### config.mk
export PLATFORM = sky130hd
export DESIGN_NAME = seq_detect
export DESIGN_NICKNAME = d
export VERILOG_FILES = /design/src/rtl/seq_detect_pkg.sv /design/src/rtl/seq_hist.sv /design/src/rtl/seq_detect.sv
export SDC_FILE = /design/constraint.sdc
export NUM_CORES = 1
export LEC_CHECK = 0
export ABC_AREA = 1
export CORE_UTILIZATION = 34
export DETAILED_ROUTE_END_ITERATION = 10
export PLACE_DENSITY = 0.66
export SYNTH_ARGS = -nofsm -noshare
export SYNTH_HDL_FRONTEND = slang
export SYNTH_SLANG_ARGS = --single-unit
### constraint.sdc
create_clock -name clk -period 2.91 [get_ports clk]
set_input_delay 0.291 -clock clk [delete_from_list [all_inputs] [get_ports clk]]
set_output_delay 0.291 -clock clk [all_outputs]
set_load 0.02 [all_outputs]
### src/rtl/seq_detect_pkg.sv
// Shared constants and helpers for the serial pattern detector.
package seq_detect_pkg;

   localparam int unsigned DEFAULT_PLEN = 4;
   localparam logic [DEFAULT_PLEN-1:0] DEFAULT_PATTERN = 4'b1101;

   // Ceiling log2, used to size the fill counter (clog2(PLEN+1) bits).
   function automatic int unsigned clog2(input int unsigned value);
      int unsigned r;
      int unsigned x;
      r = 0;
      x = value - 1;
      while (x != 0) begin
         r = r + 1;
         x = x >> 1;
      end
      return r;
   endfunction

endpackage

### src/rtl/seq_hist.sv
// History shift chain with valid-bit fill counter; a multi-bit D flip-flop
// stage that also exposes its would-be next state for the comparator.
module seq_hist
   import seq_detect_pkg::*;
#(
   parameter  int unsigned PLEN = DEFAULT_PLEN,
   localparam int unsigned FW   = clog2(PLEN + 1)
) (
   input  logic            clk,
   input  logic            clr,
   input  logic            en,
   input  logic            din,
   input  logic            flush,
   output logic [PLEN-1:0] hist,
   output logic [FW-1:0]   fill,
   output logic [PLEN-1:0] hist_nxt_c,
   output logic [FW-1:0]   fill_nxt_c
);

   logic [PLEN-1:0] hist_q, hist_d;
   logic [FW-1:0]   fill_q, fill_d;

   // Candidate window/fill if the current bit is consumed; flush discards it.
   always_comb begin
      hist_nxt_c = {hist_q[PLEN-2:0], din};
      fill_nxt_c = (fill_q == FW'(PLEN)) ? fill_q : fill_q + FW'(1);
      hist_d     = hist_q;
      fill_d     = fill_q;
      if (en) begin
         if (flush) begin
            hist_d = '0;
            fill_d = '0;
         end else begin
            hist_d = hist_nxt_c;
            fill_d = fill_nxt_c;
         end
      end
   end

   // State register with synchronous clear.
   always_ff @(posedge clk) begin
      if (clr) begin
         hist_q <= '0;
         fill_q <= '0;
      end else begin
         hist_q <= hist_d;
         fill_q <= fill_d;
      end
   end

   assign hist = hist_q;
   assign fill = fill_q;

endmodule

### src/rtl/seq_detect.sv
// Serial pattern detector: compares the bit history against PATTERN and
// reports matches with a one-cycle hit pulse and a saturating counter.
module seq_detect
   import seq_detect_pkg::*;
#(
   parameter  int unsigned     PLEN    = DEFAULT_PLEN,
   parameter  logic [PLEN-1:0] PATTERN = PLEN'(DEFAULT_PATTERN),
   parameter  bit              OVERLAP = 1'b1,
   parameter  int unsigned     CNT_W   = 8,
   localparam int unsigned     FW      = clog2(PLEN + 1)
) (
   input  logic             clk,
   input  logic             clr,
   input  logic             en,
   input  logic             din,
   output logic             hit,
   output logic [CNT_W-1:0] cnt,
   output logic [PLEN-1:0]  hist,
   output logic [FW-1:0]    fill
);

   logic [PLEN-1:0]  hist_nxt_c;
   logic [FW-1:0]    fill_nxt_c;
   logic             match_c;
   logic             flush_c;
   logic             hit_q, hit_d;
   logic [CNT_W-1:0] cnt_q, cnt_d;

   seq_hist #(
      .PLEN (PLEN)
   ) u_hist (
      .clk        (clk),
      .clr        (clr),
      .en         (en),
      .din        (din),
      .flush      (flush_c),
      .hist       (hist),
      .fill       (fill),
      .hist_nxt_c (hist_nxt_c),
      .fill_nxt_c (fill_nxt_c)
   );

   // A match needs a full window of fresh bits equal to the pattern.
   always_comb begin
      match_c = en && (fill_nxt_c == FW'(PLEN)) && (hist_nxt_c == PATTERN);
      flush_c = match_c && !OVERLAP;
   end

   // Hit pulse and saturating match counter next-state.
   always_comb begin
      hit_d = 1'b0;
      cnt_d = cnt_q;
      if (match_c) begin
         hit_d = 1'b1;
         if (cnt_q != '1) begin
            cnt_d = cnt_q + CNT_W'(1);
         end
      end
   end

   // Output registers with synchronous clear.
   always_ff @(posedge clk) begin
      if (clr) begin
         hit_q <= 1'b0;
         cnt_q <= '0;
      end else begin
         hit_q <= hit_d;
         cnt_q <= cnt_d;
      end
   end

   assign hit = hit_q;
   assign cnt = cnt_q;

endmodule

==> run summary <==
# setup viols final - 0
Worst path max stage delay - 0.65 ns
IO Pins - 20
CTS Buffer Depth - 2
pin count of the biggest net entering global routing - 12
Num CTS Buffers - 3
CP max FO - 6
combinational share of power - 0.129
Worst Path Arrival - 1.38 ns
first-pass GRT wire length - 3200 um
hold endpoint - u_hist.fill[1]$_SDFFE_PP0P_
Die Area - 2730 um^2
H-tree depth - 1
Nets - 152
reg-to-reg critical path endpoint - cnt[6]$_SDFFE_PP0P_
Max-slew headroom - 0.725
period utilization - 0.575
via count - 838
all-layer global routing usage - 0.154
core area - 2300 um^2
Setup Crit Path Kind - flip-flop to primary output
Pint - 0.324 mW
hold path cells - 2
status - finished, final reports clean
detailed placement HPWL - 1340 um
clock sink count - 16
Post-route DRC - 0
Avg WL per Cell - 10.4 um
worst path required time - 2.62 ns
post-synth top area cell - dfxtp_1
Seq/Total Area, Yosys - 0.373
drt first pass iters - 4
MaxCap Viol Count - 0
number of global-route vias before repair - 748
peak supply drop - 0.289 mV
Antenna Diode Count - 0
layout cells sized above 1 - 0.118
GRT Residual Overflow - 0
initial antenna violation count - 0
Mapped Avg Cell Area - 7.05 um^2
Crit path max-delay family - buffers and inverters
PostCTS Resize Cnt - 0
placement-stage cell area - 1080 um^2
startpoint types - flip-flop
Final Skew - 0.00829 ns
main area contributors after synthesis - dfxtp_1 (37%), nand2_1 (13%), a21oi_1 (7.0%)
Seq cells post-synth - 16
initial core utilization - 0.374
Hold Crit Start - u_hist.fill[1]$_SDFFE_PP0P_
post-synth cell types - 22
routed vias/inst - 4.87
Net Sw Frac - 0.248
P&R area growth vs syn - 30.0%
Die H - 52.3 um
PD cells - 386 nW/um^2
power share of the clock group - 0.336
Tmin final - 1.67 ns
Post-Synthesis Cells - 122
row count - 17
fillers - 244
routability cong. - 0.779
min-delay worst type - flip-flop to flip-flop
Sw Pwr - 0.107 mW
Final ANT Viol Nets - 0
post-CTS setup buffers - 0
worst skew pair latency - 0.28 ns
YS warnings - 0
Tightest Pin Transition - 0.411 ns
CP max-delay cell - clkdlybuf4s50_1
Clk pin slew, worst setup/hold paths - 0.10 ns
drt total wl - 1790 um
post-route cell area - 1120 um^2
Post-Syn Nets - 129
P_leak - 0.459 nW
post-synth top area share - 0.373
Reg2Reg Setup Slack - 1.27 ns
Flop pwr share - 0.535
Worst setup EP type - primary output
DIE WIDTH - 52.3 um
Slew Limit Fails - 0
clock root cell - clkbuf_4
reg2reg start - u_hist.fill[0]$_SDFFE_PP0P_
I/O Buffers - 19
CTS tree - built
cts hold-fix bufs - 0
fmax - 598 MHz
crit path cell chain - clkdlybuf4s50_1
initial DRC count - 16
setup TNS - 0 ns
CP Depth - 1
Critical path buffers and inverters - 1
Final Hold Fails - 0
r2r worst-path depth - 8
mapped cell area - 860 um^2
unrepaired setup endpoints after global routing - false
worst max path at each step:
stage               slack, ns                  end                        start
floorplan                1.27  cnt[6]$_SDFFE_PP0P_  u_hist.fill[0]$_SDFFE_PP0P_
global placement         1.25  cnt[6]$_SDFFE_PP0P_                           en
detailed placement       1.23  cnt[5]$_SDFFE_PP0P_                           en
CTS                      1.24              fill[2]  u_hist.fill[2]$_SDFFE_PP0P_
global route             1.09  cnt[6]$_SDFFE_PP0P_  u_hist.fill[0]$_SDFFE_PP0P_
finish                   1.24              fill[2]  u_hist.fill[2]$_SDFFE_PP0P_
routing by layer:
metal | vias up | track usage | part of all wire
met4 | 0 | 0.0658 | 0.015
met2 | 24 | 0.243 | 0.46
met3 | 4 | 0.0203 | 0.047
met1 | 372 | 0.206 | 0.48
li1 | 438 | - | -
met5 | - | 0 | 0
state kept, by name (all words and copies together) (netlist names):
| name | count |
|---|---|
| u_hist.fill | 3 |
| cnt | 8 |
| hit | 1 |
| u_hist.hist | 4 |
power by group through the flow:
stage	combinational (mW)	clock (mW)	sequential, mW
final	0.0557	0.145	0.231
after CTS	0.0559	0.151	0.231
after global routing	0.0615	0.165	0.232
after global placement	0.0557	0	0.236
after floorplan	0.0255	0	0.243
after detailed placement	0.0554	0	0.236
cell usage after synthesis (all sizes together):
master / instances
nand2: 34
a21oi: 12
nor2: 15
o21ai: 10
ha: 3
nand3b: 1
inv: 16
nand3: 9
xor2: 1
clkbuf: 1
dfxtp: 16
nor3: 2
nand4: 2
cell type report:
| cell class | count | area [um^2] | area share |
|---|---|---|---|
| well taps | 28 | 35.0 | 0.0314 |
| flip-flops and latches | 16 | 320 | 0.287 |
| clock buffers | 4 | 36.3 | 0.0325 |
| repair buffers | 19 | 190 | 0.170 |
| inverters | 16 | 60.1 | 0.0538 |
| multi-input cells | 89 | 475 | 0.426 |
cells in the final DEF (no fill, tap or decap):
cell type / netlist / final
nand3b_1: 1 / 1
nor2_4: 2 / 2
o21ai_2: 1 / 1
clkdlybuf4s50_1: 0 / 19
clkbuf_8: 0 / 1
o21ai_0: 8 / 8
inv_2: 2 / 2
nand3_1: 8 / 8
nor2_1: 10 / 10
nor2_2: 2 / 2
nand2_1: 30 / 30
nor2_8: 1 / 1
nor3_1: 2 / 2
clkbuf_4: 0 / 3
dfxtp_1: 16 / 16
xor2_1: 1 / 1
o21ai_1: 1 / 1
a21oi_1: 12 / 12
nand2_2: 3 / 3
nand3_2: 1 / 1
inv_1: 14 / 14
nand2_4: 1 / 1
nand4_1: 2 / 2
ha_1: 3 / 3
stage by stage:
step,hold WS (ns),setup slack (ns),total power [mW],std cells,util
floorplan,0.380,1.27,0.269,122,-
global placement,0.488,1.25,0.291,168,0.471
detailed placement,0.490,1.23,0.291,168,0.471
CTS,0.507,1.24,0.438,172,0.486
global route,0.524,1.09,0.458,172,0.486
finish,0.501,1.24,0.431,172,0.486
cell families (layout without fill, tap and decap cells):
group | count (synthesis) | count (layout) | share of synthesized area
and+or+nand+nor | 63 | 63 | 0.367
DFF | 16 | 16 | 0.373
buffers and inverters | 17 | 39 | 0.0742
xor gates and xnor gates | 1 | 1 | 0.0102
adders and majority gates | 3 | 3 | 0.0437
AOI/OAI and AO/OA | 22 | 22 | 0.132
No activity file was read; power rests on OpenSTA's default activity.
